$ cat src/rtl/seg_display_capture.sv
// Receive-side monitor for a multiplexed 4-digit seven-segment bus.
// Samples {an,seg,dp}, waits for a stable strobe, decodes the glyph and
// latches it into every selected digit position. Each digit ages and goes
// stale if it is not refreshed; undecodable glyphs are counted.
module seg_display_capture #(
  parameter int STABLE_CYCLES = 16,
  parameter int TIMEOUT_BITS  = 20
) (
  input  logic        clk,
  input  logic        reset,
  input  logic [3:0]  an,
  input  logic [6:0]  seg,
  input  logic        dp,
  output logic [19:0] digit_code,
  output logic [3:0]  digit_valid,
  output logic [3:0]  digit_dp,
  output logic        cap_strobe,
  output logic [3:0]  cap_sel,
  output logic [7:0]  err_cnt
);

  localparam int CNT_W = (STABLE_CYCLES > 2) ? $clog2(STABLE_CYCLES) : 1;
  // Capture fires on the edge where the counter moves from this value to STABLE_CYCLES-1
  localparam logic [CNT_W-1:0] CNT_LAST = CNT_W'(STABLE_CYCLES - 2);
  localparam logic [TIMEOUT_BITS-1:0] AGE_MAX  = '1;
  localparam logic [TIMEOUT_BITS-1:0] AGE_WARN = AGE_MAX - TIMEOUT_BITS'(1);
  localparam logic [4:0] CODE_BAD = 5'h1F;

  typedef enum logic {SETTLE, HELD} state_t;

  // Sample layout: {an[3:0], seg[6:0], dp}
  logic [11:0]      samp_q, prev_q;
  logic             samp_vld_q, prev_vld_q;
  state_t           state_q;
  logic [CNT_W-1:0] stab_cnt_q;
  logic             strobe_q;
  logic [3:0]       sel_q;
  logic [7:0]       err_q;

  logic             changed;
  logic             cap_go;
  logic             cap_wr;
  logic [3:0]       sel_d;
  logic [4:0]       glyph_d;

  // Register the raw bus and keep the previous sample for change detection.
  // The valid flags make the very first sample after reset look like a change.
  always_ff @(posedge clk or negedge reset) begin
    if (!reset) begin
      samp_q     <= 12'hFFE;
      prev_q     <= 12'hFFE;
      samp_vld_q <= 1'b0;
      prev_vld_q <= 1'b0;
    end else begin
      samp_q     <= {an, seg, dp};
      prev_q     <= samp_q;
      samp_vld_q <= 1'b1;
      prev_vld_q <= samp_vld_q;
    end
  end

  assign changed = samp_vld_q && (!prev_vld_q || (samp_q != prev_q));
  assign sel_d   = ~samp_q[11:8];
  // A change on the would-be capture cycle cancels it and restarts settling
  assign cap_go  = !changed && (state_q == SETTLE) && (stab_cnt_q == CNT_LAST);
  assign cap_wr  = cap_go && (sel_d != 4'b0000);

  // Segment pattern {g,f,e,d,c,b,a} (active-low) to glyph code
  always_comb begin
    glyph_d = CODE_BAD;
    case (samp_q[7:1])
      7'b1000000: glyph_d = 5'h00;
      7'b1111001: glyph_d = 5'h01;
      7'b0100100: glyph_d = 5'h02;
      7'b0110000: glyph_d = 5'h03;
      7'b0011001: glyph_d = 5'h04;
      7'b0010010: glyph_d = 5'h05;
      7'b0000010: glyph_d = 5'h06;
      7'b1111000: glyph_d = 5'h07;
      7'b0000000: glyph_d = 5'h08;
      7'b0010000: glyph_d = 5'h09;
      7'b0001000: glyph_d = 5'h0A;
      7'b0000011: glyph_d = 5'h0B;
      7'b1000110: glyph_d = 5'h0C;
      7'b0100001: glyph_d = 5'h0D;
      7'b0000110: glyph_d = 5'h0E;
      7'b0001110: glyph_d = 5'h0F;
      7'b1111111: glyph_d = 5'h10;
      7'b1000111: glyph_d = 5'h11;
      7'b1000001: glyph_d = 5'h12;
      default:    glyph_d = CODE_BAD;
    endcase
  end

  // Stability FSM with registered strobe, select and error counter
  always_ff @(posedge clk or negedge reset) begin
    if (!reset) begin
      state_q    <= HELD;
      stab_cnt_q <= '0;
      strobe_q   <= 1'b0;
      sel_q      <= 4'b0000;
      err_q      <= 8'h00;
    end else begin
      strobe_q <= 1'b0;
      if (changed) begin
        state_q    <= SETTLE;
        stab_cnt_q <= '0;
      end else if (state_q == SETTLE) begin
        stab_cnt_q <= stab_cnt_q + 1'b1;
        if (cap_go) begin
          state_q <= HELD;
          if (cap_wr) begin
            strobe_q <= 1'b1;
            sel_q    <= sel_d;
            if ((glyph_d == CODE_BAD) && (err_q != 8'hFF)) begin
              err_q <= err_q + 8'h01;
            end
          end
        end
      end
    end
  end

  assign cap_strobe = strobe_q;
  assign cap_sel    = sel_q;
  assign err_cnt    = err_q;

  // Per-digit storage and ageing
  for (genvar gi = 0; gi < 4; gi++) begin : g_digit
    logic [4:0]              code_q;
    logic                    dp_q;
    logic                    valid_q;
    logic [TIMEOUT_BITS-1:0] age_q;

    // Write on capture, otherwise age and drop valid once the age saturates
    always_ff @(posedge clk or negedge reset) begin
      if (!reset) begin
        code_q  <= 5'h10;
        dp_q    <= 1'b0;
        valid_q <= 1'b0;
        age_q   <= '0;
      end else if (cap_wr && sel_d[gi]) begin
        code_q  <= glyph_d;
        dp_q    <= samp_q[0];
        valid_q <= 1'b1;
        age_q   <= '0;
      end else begin
        if (age_q != AGE_MAX) begin
          age_q <= age_q + TIMEOUT_BITS'(1);
        end
        if (age_q >= AGE_WARN) begin
          valid_q <= 1'b0;
        end
      end
    end

    assign digit_code[5*gi +: 5] = code_q;
    assign digit_dp[gi]          = dp_q;
    assign digit_valid[gi]       = valid_q;
  end

endmodule

$ cat config.mk
export PLATFORM = sky130hd
export DESIGN_NAME = seg_display_capture
export DESIGN_NICKNAME = d
export VERILOG_FILES = /design/src/rtl/seg_display_capture.sv
export SDC_FILE = /design/constraint.sdc
export NUM_CORES = 1
export LEC_CHECK = 0
export ABC_AREA = 0
export CORE_UTILIZATION = 32
export DETAILED_ROUTE_END_ITERATION = 10
export GPL_ROUTABILITY_DRIVEN = 0
export HOLD_SLACK_MARGIN = 0.06
export PLACE_DENSITY = 0.55
export SLEW_MARGIN = 20
export SYNTH_ARGS = -nofsm -noshare
export SYNTH_HDL_FRONTEND = slang
export SYNTH_SLANG_ARGS = --single-unit
$ cat constraint.sdc
create_clock -name clk -period 7.3 [get_ports clk]
set_clock_uncertainty 0.05 [all_clocks]
set_input_delay 1.095 -clock clk [delete_from_list [all_inputs] [get_ports clk]]
set_output_delay 1.095 -clock clk [all_outputs]
set_load 0.1 [all_outputs]
---- After elaboration in Yosys (flattened, before gate mapping) ----
Cells that the tools add are included.
word-level totals
  register bits ........................... 152
  bits in latches ......................... 0
  memory bits (writable) .................. 0
  memory bits (read-only) ................. 0
  bits of input ports ..................... 14
  output and inout bits ................... 41
  memories ................................ 0
operators by class
  $add $sub $neg .......................... 6
  multipliers ............................. 0
  divide/modulo/power cells ............... 0
  magnitude comparators ................... 4
  equal/unequal tests ..................... 27
  shift operators ......................... 0
  muxes and demuxes ....................... 26
  bitwise gates (word level) .............. 3
  reductions and logical operators ........ 24
operators by type and width
  operator               number
  $mux 20                8
  $pmux 5 s19            1
  $add 20x1->20 const B  4
  $ge 20x20->1 const B   4
  $ne 20x20->1 const B   4
  $eq 7x7->1 const B     7
  $eq 7x5->1 const B     3
  $eq 7x6->1 const B     3
  $reduce_bool 2->1      8
  $mux 1                 15
  $eq 7x2->1 const B     2
  $eq 7x4->1 const B     2
  $ne 12x12->1           1
  $logic_and 1x1->1      9
  $add 8x1->8 const B    1
  $mux 4                 2
  $ne 8x8->1 const B     1
  $eq 7x3->1 const B     1
  $logic_not 7->1        1
  $eq 5x5->1 const B     1
  $reduce_and 5->1       1
  $add 4x1->4 const B    1
  $eq 4x4->1 const B     1
  $not 4->4              1
  other kinds (6)        8

---- Logic depth before layout (Yosys ltp) ----
Gate-level depths: netlist (run 1).
  depth in word-level cells ............... 11
  mapped depth ............................ 9

---- Least setup slack after synthesis (run 1) ----
Ideal clock, no wire load.
  kind .................................... flip-flop to flip-flop
  start point ............................. register samp_q[2]
  end point ............................... register err_q[6] (netlist: err_cnt[6])
  arrival time ............................ 2.400 ns
  data required time ...................... 7.122 ns
  slack ................................... 4.722 ns
  stages on the path, launching flop included .. 9
  clock period less this slack ............ 2.578 ns
  cells stage by stage .................... dfstp_2 -> clkbuf_2 -> xnor2_1 -> nand4_1 -> o41a_1 -> or3_1 -> buf_6 -> nor3b_2 -> mux2_1
on the way
  cells in the longest elaborated chain, start to end .. 8
  elaborated cells on any way between the ends .. 31
RTL lines
  item                                                 line  RTL
  start: declaration                                   32    logic [11:0] samp_q, prev_q;
  start signal: assignment                             55    samp_q <= {an, seg, dp};
  branches (longest 7 deep; another with $pmux 5 s19)  --
  $reduce_and 5->1 (no source line) *                  --
  end signal: assignment                               116   err_q <= err_q + 8'h01;
  end: declaration                                     38    logic [7:0] err_q;
Every way passes the cells marked *.
A chain may end at the register's enable or synchronous reset.

---- Final worst setup path (run 1) ----
  start point ............................. register samp_q[7]
  end point ............................... register g_digit[0].dp_q
on the way
  cells in the longest elaborated chain, start to end .. 8
RTL lines
  item                             line  RTL
  $ne 12x12->1                     62    assign changed = samp_vld_q && (!prev_vld_q || (samp_q != prev_q));
  $logic_or 1x1->1                 62
  $logic_and 1x1->1                62
  $logic_not 1->1                  65    assign cap_go = !changed && (state_q == SETTLE) && (stab_cnt_q == CNT_LAST);
  $logic_and 1x1->1 (2 in series)  65
  $logic_and 1x1->1                66    assign cap_wr = cap_go && (sel_d != 4'b0000);
  $logic_and 1x1->1                142   end else if (cap_wr && sel_d[gi]) begin
  end signal: assignment           144   dp_q <= samp_q[0];
  end: declaration                 131   logic dp_q;
No other way between the ends.

==> results of run 1 <==
[power by group through the flow]
stage / registers [mW] / clock network, mW / logic, mW
finish: 0.943 / 0.866 / 0.0922
CTS: 0.943 / 0.891 / 0.0952
global placement: 0.956 / 0 / 0.0945
floorplan: 0.940 / 0 / 0.0651
detailed placement: 0.958 / 0 / 0.0945
global route: 0.951 / 0.933 / 0.107
[layer usage]
metal  routed length [um]  part of all wire  up-vias
li1                     -                 -     2480
met1                 7280              0.50     2368
met2                 6560              0.45       83
met3                  481             0.033       15
met4                  217             0.015        0
met5                    0                 0        -
[metrics by stage]
stage          setup slack [ns]  cell area, sq um  cells   util
2_1_floorplan              4.72              7290    686      -
3_3_place_gp               3.96              8000    992  0.362
3_5_place_dp               3.91              8000    992  0.362
4_1_cts                    3.91              8580   1024  0.389
5_1_grt                    3.77              8580   1024  0.389
6_report                   3.94              8580   1024  0.389
[how the worst min path moves through the flow]
stage / cells after the start / startpoint / endpoint
after floorplan: 0 / samp_q[3]$_DFF_PN1_ / prev_q[3]$_DFF_PN1_
after global placement: 0 / samp_vld_q$_DFF_PN0_ / prev_vld_q$_DFF_PN0_
after detailed placement: 0 / samp_vld_q$_DFF_PN0_ / prev_vld_q$_DFF_PN0_
after CTS: 0 / samp_vld_q$_DFF_PN0_ / prev_vld_q$_DFF_PN0_
after global routing: 0 / samp_vld_q$_DFF_PN0_ / prev_vld_q$_DFF_PN0_
final: 0 / samp_vld_q$_DFF_PN0_ / prev_vld_q$_DFF_PN0_
[cell families after synthesis]
logic type,after synthesis,share of synthesized area
DFF,152,0.526
xor gates and xnor gates,87,0.104
muxes,27,0.0415
and+or+nand+nor,299,0.214
adders and majority gates,11,0.0189
buffers and inverters,45,0.0345
other,1,0.000514
AOI/OAI and AO/OA,64,0.0604
[critical path, stage by stage (launching register included)]
cell,delay (ns)
dfstp_2,0.72
xnor2_1,0.16
nand4_1,0.11
o41a_1,0.54
or3_1,0.75
nor2_8,0.52
mux2_2,0.38
[layout make-up]
cell class	count	area share
Sequential cell	152	0.447
Multi-Input combinational cell	489	0.373
Timing Repair Buffer	55	0.0640
Clock buffer	19	0.0504
Tap cell	280	0.0408
Clock inverter	13	0.0173
Inverter	16	0.00700
[sequential cells by signal, summed over array words and instances, names as in the netlist]
name,count
prev_q,12
err_cnt,8
g_digit.age_q,80
cap_strobe,1
samp_vld_q,1
g_digit.code_q,20
g_digit.valid_q,4
state_q,1
stab_cnt_q,4
samp_q,12
cap_sel,4
prev_vld_q,1
g_digit.dp_q,4
[cell usage in the layout, fill, tap and decap left out, types with 4 or more instances in the layout]
| master | instances |
|---|---|
| mux2_2 | 25 |
| a21o_1 | 9 |
| nand3_1 | 53 |
| clkbuf_16 | 17 |
| nand4_1 | 30 |
| dfrtp_1 | 125 |
| nand2_1 | 33 |
| nand2b_1 | 5 |
| clkinv_4 | 6 |
| clkdlybuf4s50_1 | 53 |
| a31oi_1 | 6 |
| ha_1 | 11 |
| and2_1 | 5 |
| xnor2_1 | 37 |
| dfstp_2 | 27 |
| inv_1 | 16 |
| nor2_1 | 99 |
| a211oi_1 | 6 |
| o211ai_1 | 4 |
| a21oi_1 | 7 |
| xor2_1 | 50 |
| o21ai_0 | 15 |
| nor2_8 | 4 |
| nor3_1 | 21 |
| and3_1 | 23 |
==> metrics.md, run 1 <==
| Metric | Value |
|---|---|
| HPWL Detailed | 9560 um |
| Cell row count | 54 |
| Worst setup path startpoint | samp_q[7]$_DFF_PN1_ |
| Leak | 3.81 nW |
| Worst EP arrival | 3.62 ns |
| Root Driver | clkbuf_16 |
| Max Slew Vio Count | 0 |
| Switching power | 0.464 mW |
| Post-CTS sizing | 0 |
| Tot GR Track Use | 0.134 |
| DRT Wirelength | 14,500 um |
| Die Footprint | 23,400 sq um |
| Total number of vias | 4,946 |
| N_diodes | 0 |
| CP endpoint | g_digit[0].dp_q$_DFFE_PN0P_ |
| Core area | 22,100 sq um |
| Ys flop type | dfrtp_1 |
| Worst Path Max Fanout | 28 |
| Fin crit share | 0.460 |
| Synth Area per Inst | 10.6 sq um |
| Least-Margin Pin Slew | 0.995 ns |
| Critical Path Sink Type | flop |
| Die Wd | 153 um |
| Finish-stage setup viols | 0 |
| Largest cells by area after synthesis | dfrtp_1 (43%), dfstp_2 (9.7%), xor2_1 (6.0%) |
| Clock-pin transition on the worst setup and hold timing paths | 0.06 ns |
| Power Dens Cells | 221 nW/um^2 |
| Worst-case reg-to-reg path depth | 6 |
| Crit Path Category | reg2reg |
| Sequential-to-total area share from yosys stat | 0.526 |
| Detail Route Antenna Nets | 0 |
| Hold_ws | 0.349 ns |
| Total power | 1.90 mW |
| Final Hold Viols | 0 |
| Initial Utilization | 0.330 |
| Startpoint types | flop |
| Area leader, netlist | dfrtp_1 |
| Later-pin clock latency in the skew report | 0.43 ns |
| Cells after synthesis | 686 |
| Peak supply drop | 0.165 mV |
| RSZ-0062 raised after global routing | false |
| Sequential Power Share | 0.496 |
| Largest net degree at the start of global routing | 80 |
| M2 GR Usage | 0.203 |
| Total gr overflow | 0 |
| # Post-CTS Setup Buffers | 0 |
| Cell area after synthesis | 7290 sq um |
| Total negative slack | 0 ns |
| H-tree levels | 4 |
| First-pass GRT wire length | 25,000 um |
| Initial DRC Count | 203 |
| Synth Warn # | 0 |
| Share of cells above drive strength 1 | 0.126 |
| Die H | 153 um |
| PortBufs | 54 |
| Max-Cap Viols | 0 |
| DRC | 0 |
| Worst path required time | 7.56 ns |
| Outcome | complete, no violations |
| Post-synth EDFFs | 0 |
| Fmax | 298 MHz |
| CTS tree | built |
| Comb pwr share | 0.049 |
| Worst flop-to-flop path startpoint | samp_q[7]$_DFF_PN1_ |
| Detailed Routing Iterations Pass 1 | 5 |
| Synth Register Bits | 152 |
| Worst slew margin | 0.334 |
| Sw frac | 0.244 |
| Io pins | 55 |
| GRT Max-Usage Layer | met2 |
| Tmin final | 3.36 ns |
| Min-delay worst type | reg2reg |
| Met1 Use GR | 0.187 |
| CTS Hold Bufs | 0 |
| Clock power share | 0.455 |
| Top-count cell post-synth | dfrtp_1 |
| Total CTS buffers | 17 |
| CTS Buffer Depth | 2 |
| Via count of the first global-routing pass | 4,849 |
| Via density | 4.83 |
| Nets | 756 |
| Fillers | 2,163 |
| P&R area growth vs syn | 17.7% |
| Total nets after synthesis | 711 |
| Reg-to-reg endpoint | g_digit[0].dp_q$_DFFE_PN0P_ |
| WL/cell | 14.2 um |
| Library cells used by synthesis | 61 |
| Grt met3 use | 0.0343 |
| Top-area cell type share of the netlist area | 0.429 |
| Multi-input logic area | 3210 sq um |
| Synth async-reset ratio | 1.00 |
| Worst reg2reg setup slack | 3.94 ns |
| Top cell types by occurrence after synthesis | dfrtp_1 (125), nor2_1 (99), nand3_1 (53) |
| Initial antenna violation count | 0 |
| P_int | 1.44 mW |
| Number of clock sinks | 152 |
| Register Area | 3840 sq um |
No activity file was read; power rests on OpenSTA's default activity.
==> inputs of run 2 (changes only) <==
- PLACE_DENSITY: 0.55 -> 0.57
- clock period: 7.3 -> 3 ns (I/O delays scaled with it)
==> metrics.md, run 2 (synthesized netlist as in run 1, its figures left out) <==
| Metric | Value |
|---|---|
| Fillers | 2,149 |
| Inst Count DP | 1,014 |
| CTS Buffer Depth | 2 |
| Root Driver | clkbuf_16 |
| Largest net degree at the start of global routing | 73 |
| Comb pwr share | 0.059 |
| Detailed Routing Iterations Pass 1 | 5 |
| Cell row count | 54 |
| Leak | 4.01 nW |
| Via count of the first global-routing pass | 4,962 |
| Max Slew Vio Count | 0 |
| Finished Layout Cells | 1,047 |
| Post-route cell area | 8630 sq um |
| Sw frac | 0.258 |
| Initial Utilization | 0.330 |
| Total power | 4.53 mW |
| Worst Path Max Fanout | 10 |
| Commonest non-fill, non-tap cell in the layout | dfrtp_1 |
| Most flop-heavy register | g_digit.age_q |
| Outcome | complete, no violations |
| Multi-input logic area | 3210 sq um |
| DRT Wirelength | 15,200 um |
| DP Area | 8080 sq um |
| Worst-case reg-to-reg path depth | 7 |
| Fin crit share | 0.895 |
| Least-Margin Pin Slew | 0.791 ns |
| # Post-CTS Setup Buffers | 0 |
| P&R area growth vs syn | 18.3% |
| Number of clock sinks | 152 |
| Total negative slack | 0 ns |
| Io pins | 55 |
| Die H | 153 um |
| Share of cells above drive strength 1 | 0.205 |
| Power Dens Cells | 525 nW/um^2 |
| Top flop regs | g_digit.age_q x80, g_digit.code_q x20 |
| Clock-pin transition on the worst setup and hold timing paths | 0.06 ns |
| Total number of vias | 5,097 |
| Dpl ws | 0.301 ns |
| Worst slew margin | 0.470 |
| Worst EP arrival | 2.93 ns |
| PortBufs | 54 |
| First-pass GRT wire length | 25,800 um |
| Initial DRC Count | 232 |
| Final Hold Viols | 0 |
| Max-Cap Viols | 0 |
| H-tree levels | 4 |
| HPWL Detailed | 10,500 um |
| Most frequent cells in the layout | dfrtp_1 (125), nor2_1 (99), buf_4 (63), nand3_1 (53), xor2_1 (50) |
| Peak supply drop | 0.296 mV |
| Post-CTS sizing | 0 |
| Initial antenna violation count | 0 |
| Worst flop-to-flop path startpoint | samp_q[11]$_DFF_PN1_ |
| Switching power | 1.17 mW |
| Die Footprint | 23,400 sq um |
| RSZ-0062 raised after global routing | false |
| Core area | 22,100 sq um |
| P_int | 3.36 mW |
| Total gr overflow | 0 |
| Hold_ws | 0.342 ns |
| Register Area | 3840 sq um |
| Fmax | 372 MHz |
| WL/cell | 14.5 um |
| Finish-stage setup viols | 0 |
| Via density | 4.87 |
| Final Core Density | 0.391 |
| Number of flip-flops in the largest register | 80 |
| CTS tree | built |
| Reg-to-reg endpoint | err_cnt[6]$_DFFE_PN0P_ |
| Worst reg2reg setup slack | 0.32 ns |
| Total CTS buffers | 17 |
| Worst path required time | 3.24 ns |
| N_diodes | 0 |
| Sequential Power Share | 0.502 |
| Setup ws final | 0.315 ns |
| Die Wd | 153 um |
| Detail Route Antenna Nets | 0 |
| Crit Path Category | reg2reg |
| Tot GR Track Use | 0.138 |
| Clock power share | 0.439 |
| Later-pin clock latency in the skew report | 0.42 ns |
| Tmin final | 2.68 ns |
| Nets | 779 |
| Hold Startpoint | samp_vld_q$_DFF_PN0_ |
| DRC | 0 |
| Startpoint types | flop |
| Worst Hold End | prev_vld_q$_DFF_PN0_ |
| Hold Path Cell Cnt | 0 |
| Min-delay worst type | reg2reg |
| Critical Path Sink Type | flop |
run 2: changes by cell type in the layout (fill, tap and decap cells not counted), sizes merged:
cell           change
buf               +63
bufinv             -2
clkbuf             -1
clkdlybuf4s50     -41
clkinvlp           -3
dlygate4sd3        +1
inv                +6
run 2: worst max-delay path: stages, from the launching register on:
cell	delay, ns
dfstp_2	0.63
xnor2_1	0.15
nand4_1	0.11
o41a_1	0.43
or3_1	0.35
buf_4	0.22
nor3b_2	0.26
mux2_1	0.36
run 2: what timing repair did:
action	in CTS	in global routing
endpoints found under the setup margin	0	0
endpoints found under the hold margin	56	0
hold buffers	1	0
run 2: worst max path at each step:
stage	startpoint	to
after floorplan	samp_q[2]$_DFF_PN1_	err_cnt[6]$_DFFE_PN0P_
after global placement	samp_q[11]$_DFF_PN1_	err_cnt[6]$_DFFE_PN0P_
after detailed placement	samp_q[11]$_DFF_PN1_	err_cnt[6]$_DFFE_PN0P_
after CTS	samp_q[11]$_DFF_PN1_	err_cnt[6]$_DFFE_PN0P_
after global routing	samp_q[11]$_DFF_PN1_	err_cnt[6]$_DFFE_PN0P_
final	samp_q[11]$_DFF_PN1_	err_cnt[6]$_DFFE_PN0P_
run 2: per-layer routing:
layer | GRT usage | wire (um)
met1 | 0.195 | 7860
met2 | 0.209 | 6750
met3 | 0.0298 | 369
met4 | 0.0457 | 231
met5 | 0 | 0
run 2: power groups by stage:
stage,clock (mW),sequential (mW),combinational [mW]
6_report,1.99,2.27,0.267
5_1_grt,2.14,2.29,0.306
4_1_cts,2.05,2.27,0.274
3_5_place_dp,0,2.31,0.271
3_3_place_gp,0,2.31,0.269
2_1_floorplan,0,2.29,0.158
run 2: area by class of cell:
type                    instances  share of cell area
clock buffers                  18              0.0497
clock inverters                14              0.0133
inverters                      16             0.00696
multi-input cells             489               0.371
flip-flops and latches        152               0.445
well taps                     280              0.0406
repair buffers                 78              0.0735
